--- src/rtl/axis_pkg.sv ---
// Shared types and defaults for the camera entry-dump stream transmitter.
package axis_pkg;

  localparam int DEF_DATA_WIDTH = 32;
  localparam int DEF_ADDR_WIDTH = 8;

  typedef enum logic [1:0] {
    ST_IDLE  = 2'd0,
    ST_READ  = 2'd1,
    ST_DRAIN = 2'd2,
    ST_DONE  = 2'd3
  } dump_state_t;

  // A new read may issue only if it is guaranteed a free buffer slot when its data returns.
  function automatic logic credit_ok(input logic [1:0] occ, input logic inflight, input logic pop);
    logic [2:0] pend;
    pend = {1'b0, occ} + {2'b0, inflight} - {2'b0, pop};
    return pend < 3'd2;
  endfunction

endpackage

--- src/rtl/axis_skid_buf2.sv ---
// Two-entry in-order buffer; head entry stays put until popped.
module axis_skid_buf2
  import axis_pkg::*;
#(
  parameter int DATA_WIDTH = DEF_DATA_WIDTH
) (
  input  logic                  clk,
  input  logic                  rstn,
  input  logic                  push,
  input  logic [DATA_WIDTH-1:0] push_data,
  input  logic                  push_last,
  input  logic                  pop,
  output logic                  valid,
  output logic [DATA_WIDTH-1:0] head_data,
  output logic                  head_last,
  output logic [1:0]            occ
);

  logic [DATA_WIDTH-1:0] slot0_data, slot1_data;
  logic                  slot0_last, slot1_last;

  always_ff @(posedge clk) begin
    if (!rstn) begin
      slot0_data <= '0;
      slot1_data <= '0;
      slot0_last <= 1'b0;
      slot1_last <= 1'b0;
      occ        <= 2'd0;
    end else begin
      case ({push, pop})
        2'b10: begin
          if (occ == 2'd0) begin
            slot0_data <= push_data;
            slot0_last <= push_last;
          end else begin
            slot1_data <= push_data;
            slot1_last <= push_last;
          end
          occ <= occ + 2'd1;
        end
        2'b01: begin
          slot0_data <= slot1_data;
          slot0_last <= slot1_last;
          occ        <= occ - 2'd1;
        end
        // Simultaneous push/pop: occupancy unchanged, new entry lands behind the survivor.
        2'b11: begin
          if (occ == 2'd1) begin
            slot0_data <= push_data;
            slot0_last <= push_last;
          end else begin
            slot0_data <= slot1_data;
            slot0_last <= slot1_last;
            slot1_data <= push_data;
            slot1_last <= push_last;
          end
        end
        default: ;
      endcase
    end
  end

  assign valid     = (occ != 2'd0);
  assign head_data = slot0_data;
  assign head_last = slot0_last & valid;

endmodule

--- src/rtl/axis_cam_dump_tx.sv ---
// Streams entries 0..count-1 from a one-cycle-latency RAM out over AXI-Stream,
// marking the final beat with tlast and pulsing done afterwards.
module axis_cam_dump_tx
  import axis_pkg::*;
#(
  parameter int DATA_WIDTH = DEF_DATA_WIDTH,
  parameter int ADDR_WIDTH = DEF_ADDR_WIDTH
) (
  input  logic                  m_axis_aclk,
  input  logic                  m_axis_aresetn,
  input  logic                  start,
  input  logic [ADDR_WIDTH:0]   count,
  output logic                  busy,
  output logic                  done,
  output logic                  rd_en,
  output logic [ADDR_WIDTH-1:0] rd_addr,
  input  logic [DATA_WIDTH-1:0] rd_data,
  output logic [DATA_WIDTH-1:0] m_axis_tdata,
  output logic                  m_axis_tvalid,
  input  logic                  m_axis_tready,
  output logic                  m_axis_tlast
);

  localparam logic [ADDR_WIDTH:0]   CNT_ONE  = {{ADDR_WIDTH{1'b0}}, 1'b1};
  localparam logic [ADDR_WIDTH-1:0] ADDR_ONE = {{(ADDR_WIDTH-1){1'b0}}, 1'b1};

  dump_state_t         state, state_nxt;
  logic [ADDR_WIDTH:0] cnt_q;
  logic                rd_vld_p1, rd_last_p1;
  logic                pop, rd_is_last;
  logic [1:0]          occ;

  assign pop        = m_axis_tvalid & m_axis_tready;
  assign rd_is_last = ({1'b0, rd_addr} == (cnt_q - CNT_ONE));

  always_ff @(posedge m_axis_aclk) begin
    if (!m_axis_aresetn) state <= ST_IDLE;
    else                 state <= state_nxt;
  end

  always_comb begin
    state_nxt = state;
    case (state)
      ST_IDLE:  if (start) state_nxt = (count == '0) ? ST_DONE : ST_READ;
      ST_READ:  if (rd_en && rd_is_last) state_nxt = ST_DRAIN;
      ST_DRAIN: if (pop && m_axis_tlast) state_nxt = ST_DONE;
      ST_DONE:  state_nxt = ST_IDLE;
      default:  state_nxt = ST_IDLE;
    endcase
  end

  always_comb begin
    busy  = (state != ST_IDLE);
    done  = (state == ST_DONE);
    rd_en = (state == ST_READ) && credit_ok(occ, rd_vld_p1, pop);
  end

  // Read issue -> data return (p1): rd_data is valid the cycle after rd_en.
  always_ff @(posedge m_axis_aclk) begin
    if (!m_axis_aresetn) begin
      cnt_q      <= '0;
      rd_addr    <= '0;
      rd_vld_p1  <= 1'b0;
      rd_last_p1 <= 1'b0;
    end else begin
      if (state == ST_IDLE && start) begin
        cnt_q   <= count;
        rd_addr <= '0;
      end else if (rd_en) begin
        rd_addr <= rd_addr + ADDR_ONE;
      end
      rd_vld_p1  <= rd_en;
      rd_last_p1 <= rd_en & rd_is_last;
    end
  end

  axis_skid_buf2 #(.DATA_WIDTH(DATA_WIDTH)) u_buf (
    .clk       (m_axis_aclk),
    .rstn      (m_axis_aresetn),
    .push      (rd_vld_p1),
    .push_data (rd_data),
    .push_last (rd_last_p1),
    .pop       (pop),
    .valid     (m_axis_tvalid),
    .head_data (m_axis_tdata),
    .head_last (m_axis_tlast),
    .occ       (occ)
  );

endmodule

--- config.mk ---
export PLATFORM = sky130hd
export DESIGN_NAME = axis_cam_dump_tx
export DESIGN_NICKNAME = d
export VERILOG_FILES = /design/src/rtl/axis_pkg.sv /design/src/rtl/axis_skid_buf2.sv /design/src/rtl/axis_cam_dump_tx.sv
export SDC_FILE = /design/constraint.sdc
export NUM_CORES = 1
export LEC_CHECK = 0
export ABC_AREA = 1
export CORE_AREA = 2 2 100 102
export CTS_CLUSTER_DIAMETER = 200
export DETAILED_ROUTE_END_ITERATION = 16
export DIE_AREA = 0 0 102 104
export PLACE_DENSITY_LB_ADDON = 0.2
export SYNTH_ARGS = -nofsm -noshare
export SYNTH_HDL_FRONTEND = slang
export SYNTH_SLANG_ARGS = --single-unit
--- constraint.sdc ---
create_clock -name m_axis_aclk -period 2.6 [get_ports m_axis_aclk]
set_input_delay 0.52 -clock m_axis_aclk [delete_from_list [all_inputs] [get_ports m_axis_aclk]]
set_output_delay 0.52 -clock m_axis_aclk [all_outputs]
set_load 0.02 [all_outputs]
==> flow_summary.json, run 1 <==
{
  "num_io_pins": 90,
  "syn_avg_cell_area_um2": 7.213,
  "cp.depth": 12,
  "place_area_um2": 5512,
  "p_leak_uw": 0.002647,
  "cts_root_buffer": "clkbuf_8",
  "ys.warnings.count": 0,
  "grt_max_degree": 51,
  "num_antenna_cells": 0,
  "dieArea_um2": 10610,
  "grt_pass1_wl_um": 17130,
  "core-area_um2": 9549,
  "slew_viol_final": 0,
  "finish.utilization_pct": 61.33,
  "area_delta_synth_final_pct": 37.39,
  "setup_viol_count_final": 9,
  "synthesis.nets": 650,
  "placementRows": 36,
  "fin_area_um2": 5857,
  "grtUsageTotal_pct": 19.67,
  "clock_latency_ps": 360,
  "finalHoldViolations": 0,
  "hpwl_um": 7223,
  "via_count": 4039,
  "crit_chain": "inv_2, ha_4, inv_6, nand2_4, inv_4, ha_4, or2_4, fa_1, nand2_1, nand3b_4, clkinv_4, buf_6",
  "synthCells": 591,
  "clk_pin_slew_ps": 80,
  "overflow": 0,
  "cp_slowest_cell": "fa_1",
  "cp-start-kind": "register",
  "regArea_um2": 1784,
  "cpPeakStageDelay_ps": 470,
  "setup_ws_ps": -245.3,
  "initialDrtViolationCount": 107,
  "fin_tns_setup_ps": -993.4,
  "antenna_found_initial": 0,
  "start_util_pct": 44.64,
  "peakVddDrop_mv": 0.5738,
  "drtAntennaViolNets": 0,
  "cts_buffer_depth": 2,
  "violations": "setup timing",
  "nNetsFinal": 752,
  "syn_area_um2": 4263,
  "dr.pass1.iters": 4,
  "cap_violations": 0,
  "relSlewSlack_pct": 63.31,
  "rsz0062_at_grt": "true",
  "timing.final.crit_share_pct": 109.4,
  "dp_cells": 809,
  "gp_congestion": 0.8349,
  "crit_path_max_fanout": 2,
  "finalCriticalPeriod_ps": 2845,
  "skew_ps": 10.10,
  "hp-class": "reg2reg",
  "critical-path-top-delay-family": "adder cells",
  "fmax_mhz": 351.5,
  "multi_input_area_um2": 1936,
  "r2r_cells": 20,
  "path_buf_inv": 5,
  "yosysSeqAreaShare_pct": 41.80,
  "cp.required_ps": 2080,
  "whs_ps": 452.5,
  "crit_top_cell": "ha_4",
  "die_h_um": 104,
  "crit_path_end_kind": "primary output",
  "yosys.cell_types.count": 29,
  "worst_slew_pin_slew_ps": 548.3,
  "die_w_um": 102,
  "via_per_inst": 4.866,
  "cts_buffers": 9,
  "grt_pass1_vias": 3845,
  "drt_wl_total_um": 10180,
  "hold_depth": 2,
  "drc": 0,
  "io_buffers": 89,
  "htree_levels": 3,
  "cts_tree": "yes",
  "layoutNonFillerInstCount": 830,
  "fill_cells": 892,
  "critPathArrivalTime_ps": 2330,
  "p_per_area_nw_per_um2": 1049,
  "status": "complete, but fails checks",
  "drive_above_1_share_pct": 11.05,
  "clock_sinks": 89,
  "critPathKind": "reg2out",
  "wire_per_inst_um": 12.26,
  "ys_ff_latch": 89
}
==> metrics by stage <==
step                worst slack [ps]  total power, µW
floorplan                     -90.05             3772
global placement              -819.8             4839
detailed placement            -840.9             4918
CTS                           -263.3             6151
global route                  -353.8             6577
finish                        -245.3             6146
==> power by group <==
group	internal (µW)	switching, µW	total, µW	leakage [µW]
combinational	1250	1580	2830	0.00179
clock	733	484	1220	0.000127
sequential	1840	257	2100	0.000728
total	3830	2320	6150	0.00265
==> routing by layer <==
layer	track usage [%]	routed length [µm]	up-vias
met4	7.429	214	0
met3	4.032	418	21
met5	0	0	-
li1	-	-	2083
met2	33.36	5037	77
met1	24.19	4507	1858
==> area by class of cell <==
| type | instances | share of cell area, % |
|---|---|---|
| Clock buffer | 10 | 2.179 |
| Clock inverter | 5 | 2.200 |
| Inverter | 141 | 9.250 |
| Multi-Input combinational cell | 332 | 33.05 |
| Sequential cell | 89 | 30.46 |
| Tap cell | 133 | 2.841 |
| Timing Repair Buffer | 120 | 20.02 |
==> logic make-up (layout without fill, tap and decap cells) <==
kind of cell,after synthesis,count (layout),share of synthesized area [%]
buffers and inverters,170,276,15.47
flip-flops,89,89,41.80
XOR/XNOR,6,6,1.233
adder cells (fa/ha/maj),14,14,4.285
AO/OA/AOI/OAI,172,172,23.22
AND/OR/NAND/NOR,140,140,14.00
==> timing repair <==
action                     in CTS  in global routing
pin swaps                       7                  1
setup endpoints to repair       8                  9
hold buffers                    0                  0
setup buffers                   3                  3
gates resized for setup         8                 10
==> Yosys cell counts (all sizes together) <==
cell type  count  share of area (%)
a21oi         53                6.2
fa             1               0.47
nor3           5               0.97
xor2           3               0.62
nand3          7               0.82
or2            1               0.15
nand3b         2               0.65
o21ai         85                 10
a31oi          1               0.15
clkbuf        15                1.3
buf           14                1.7
o221ai        33                6.8
dfxtp         89                 42
nor4           2               0.29
nand2         58                5.3
clkinv         1               0.12
ha            13                3.8
nor2          65                5.8
xnor2          3               0.62
inv          140                 12
==> tightest hold or removal path, cell delays in order, from the launching register on <==
cell	delay [ps]
dfxtp_1	300
inv_1	60
a21oi_1	50
==> layout by cell type, fill, tap and decap left out, types with 3 or more instances in the layout <==
cell type | Yosys | routed
buf_12 | 0 | 4
a21oi_1 | 53 | 52
nand2_1 | 55 | 52
o21ai_0 | 74 | 73
xor2_1 | 3 | 3
clkbuf_8 | 0 | 9
nand2_4 | 0 | 4
bufinv_16 | 0 | 4
nor3_1 | 3 | 3
nor2_1 | 63 | 61
clkdlybuf4s50_1 | 0 | 86
buf_4 | 1 | 26
nand3_1 | 7 | 7
o21ai_1 | 10 | 8
dfxtp_1 | 89 | 87
ha_1 | 13 | 11
inv_1 | 137 | 134
inv_2 | 3 | 4
xnor2_1 | 3 | 3
o221ai_1 | 33 | 33
==> registers in the layout, indices dropped and copies added, names as in the netlist <==
signal / flops
u_buf.slot0_last: 1
cnt_q: 9
u_buf.slot1_data: 32
state: 2
u_buf.slot1_last: 1
u_buf.occ: 2
rd_addr: 8
rd_vld_p1: 1
rd_last_p1: 1
u_buf.head_data: 32
==> worst paths after layout <==
path / from / to / slack [ps]
worst max-delay path: u_buf.occ[0]$_SDFFE_PN0P_ / rd_en / -250
worst min-delay path: u_buf.slot1_data[15]$_SDFFE_PN0P_ / u_buf.slot1_data[15]$_SDFFE_PN0P_ / 450
worst max register to register: u_buf.occ[0]$_SDFFE_PN0P_ / rd_addr[6]$_SDFFE_PP0P_ / -150
worst min register to register: u_buf.slot1_data[15]$_SDFFE_PN0P_ / u_buf.slot1_data[15]$_SDFFE_PN0P_ / 450
(Power assumes the default switching activity.)
==> run 2, diff against run 1 <==
--- a/config.mk
+++ b/config.mk
@@ -6,10 +6,11 @@
 export NUM_CORES = 1
 export LEC_CHECK = 0
 export ABC_AREA = 1
-export CORE_AREA = 2 2 100 102
+export CORE_AREA = 2 2 98 100
+export CTS_BUF_LIST = sky130_fd_sc_hd__clkbuf_8
 export CTS_CLUSTER_DIAMETER = 200
 export DETAILED_ROUTE_END_ITERATION = 16
-export DIE_AREA = 0 0 102 104
+export DIE_AREA = 0 0 100 102
 export PLACE_DENSITY_LB_ADDON = 0.2
 export SYNTH_ARGS = -nofsm -noshare
 export SYNTH_HDL_FRONTEND = slang
==> run 2 against run 1 <==
  * The flow still finishes with violations (setup timing)
  * Sequential power barely moved
  * First-iteration DRC count fell by 11%
  * Largest cell class unchanged
  * Register-to-register slack barely moved
  * Largest power group unchanged
==> flow_summary.json, run 2 (synthesis gave the netlist of run 1 again) <==
{
  "skew_ps": 14.20,
  "placementRows": 35,
  "cap_violations": 0,
  "die_h_um": 102,
  "grt_pass1_vias": 3847,
  "crit_path_max_fanout": 2,
  "layout_commonest_cell": "inv_1",
  "clock_sinks": 89,
  "via_count": 4003,
  "crit_path_end_kind": "primary output",
  "finalCriticalPeriod_ps": 2855,
  "intPower_uw": 3728,
  "relSlewSlack_pct": 68.77,
  "clkPwrFrac_pct": 18.8,
  "fmax_mhz": 350.3,
  "drc": 0,
  "num_io_pins": 90,
  "crit_top_cell": "ha_4",
  "grtUsageTotal_pct": 20.26,
  "die_w_um": 100,
  "antenna_found_initial": 1,
  "p_per_area_nw_per_um2": 1051,
  "hold_buffers": 0,
  "hp-class": "reg2reg",
  "violations": "setup timing",
  "setup_ws_ps": -254.7,
  "cp.required_ps": 2080,
  "dp_cells": 785,
  "hpwl_um": 7237,
  "io_buffers": 89,
  "cts_buffers": 9,
  "layoutNonFillerInstCount": 803,
  "slew_viol_final": 0,
  "cts_tree": "yes",
  "grt_pass1_wl_um": 16960,
  "fill_cells": 837,
  "fin_area_um2": 5772,
  "dr.pass1.iters": 4,
  "drt_wl_total_um": 9929,
  "setup_viol_count_final": 6,
  "drtAntennaViolNets": 0,
  "grt_max_degree": 57,
  "crit_chain": "inv_2, ha_4, inv_6, nand2_4, inv_4, ha_4, or2_4, fa_1, nand2_1, nand3b_4, clkinv_4, buf_6",
  "dieArea_um2": 10200,
  "swShare_pct": 38.56,
  "status": "complete, but fails checks",
  "nNetsFinal": 745,
  "switching_power_uw": 2339,
  "path_buf_inv": 5,
  "cp_slowest_cell": "fa_1",
  "area_delta_synth_final_pct": 35.40,
  "htree_levels": 3,
  "wire_per_inst_um": 12.36,
  "clock_latency_ps": 350,
  "critPathKind": "reg2out",
  "start_util_pct": 46.80,
  "cts_buffer_depth": 2,
  "core-area_um2": 9109,
  "gp_congestion": 0.8168,
  "clk_pin_slew_ps": 90,
  "initialDrtViolationCount": 95,
  "peakVddDrop_mv": 0.5497,
  "overflow": 0,
  "fin_tns_setup_ps": -638.3,
  "place_area_um2": 5482,
  "seqPwrFrac_pct": 34.5,
  "finalHoldViolations": 0,
  "worst_slew_pin_slew_ps": 468.4,
  "cpPeakStageDelay_ps": 480,
  "cts_root_buffer": "clkbuf_8",
  "power_frac_comb_pct": 46.6,
  "place_ws_ps": -827.6,
  "final_cell_mix": "inv_1 (135), dfxtp_1 (87), clkdlybuf4s50_1 (86)",
  "rsz0062_at_grt": "true",
  "cp-start-kind": "register",
  "p_leak_uw": 0.002584,
  "timing.final.crit_share_pct": 109.8,
  "critical-path-top-delay-family": "adder cells",
  "critPathArrivalTime_ps": 2330,
  "via_per_inst": 4.985,
  "drive_above_1_share_pct": 10.56,
  "finish.utilization_pct": 63.37
}
run 2: layer usage:
| layer | share of wire, % | wire, µm | global-route usage [%] |
|---|---|---|---|
| met1 | 46 | 4588 | 25.74 |
| met3 | 4.8 | 478 | 4.241 |
| met2 | 48 | 4768 | 35.03 |
| met4 | 0.94 | 93 | 5.796 |
| met5 | 0 | 0 | 0 |
run 2: final timing paths:
kind                            depth (start not counted)  slack [ps]                              start                                end
worst min register to register                          2         460  u_buf.slot1_data[23]$_SDFFE_PN0P_  u_buf.slot1_data[23]$_SDFFE_PN0P_
worst min-delay path                                    2         460  u_buf.slot1_data[23]$_SDFFE_PN0P_  u_buf.slot1_data[23]$_SDFFE_PN0P_
worst max-delay path                                   12        -250          u_buf.occ[0]$_SDFFE_PN0P_                              rd_en
worst max register to register                         19        -140          u_buf.occ[0]$_SDFFE_PN0P_              state[1]$_SDFFE_PN0P_
run 2: layout make-up:
class / count / area [µm²] / area share (%)
Timing Repair Buffer: 113 / 1129 / 19.55
Multi-Input combinational cell: 332 / 1933 / 33.49
Antenna cell: 1 / 2.502 / 0.04336
Clock inverter: 7 / 118.9 / 2.059
Sequential cell: 89 / 1784 / 30.91
Clock buffer: 9 / 123.9 / 2.146
Inverter: 141 / 541.8 / 9.387
Tap cell: 111 / 138.9 / 2.406
run 2: metrics by stage:
| step | hold slack, ps | total power [µW] |
|---|---|---|
| floorplan | 430.0 | 3772 |
| global placement | 439.0 | 4851 |
| detailed placement | 443.9 | 4941 |
| CTS | 458.0 | 6097 |
| global route | 479.3 | 6521 |
| finish | 455.1 | 6068 |
run 2: worst min-delay path, cell delays in order, from the launching register on:
cell	delay [ps]
dfxtp_1	300
inv_1	60
a21oi_1	50
run 2: power by group through the flow:
stage	Combinational (µW)	Clock (µW)	Sequential [µW]
3_5_place_dp	2820	0	2120
4_1_cts	2830	1170	2100
5_1_grt	3140	1220	2160
3_3_place_gp	2740	0	2110
2_1_floorplan	1380	0	2390
6_report	2830	1140	2100
run 2: timing repair:
action | in CTS | in global routing
setup endpoints to repair | 8 | 8
setup buffers | 0 | 1
pin swaps | 6 | 1
gates resized for setup | 8 | 9
cloned | 0 | 0
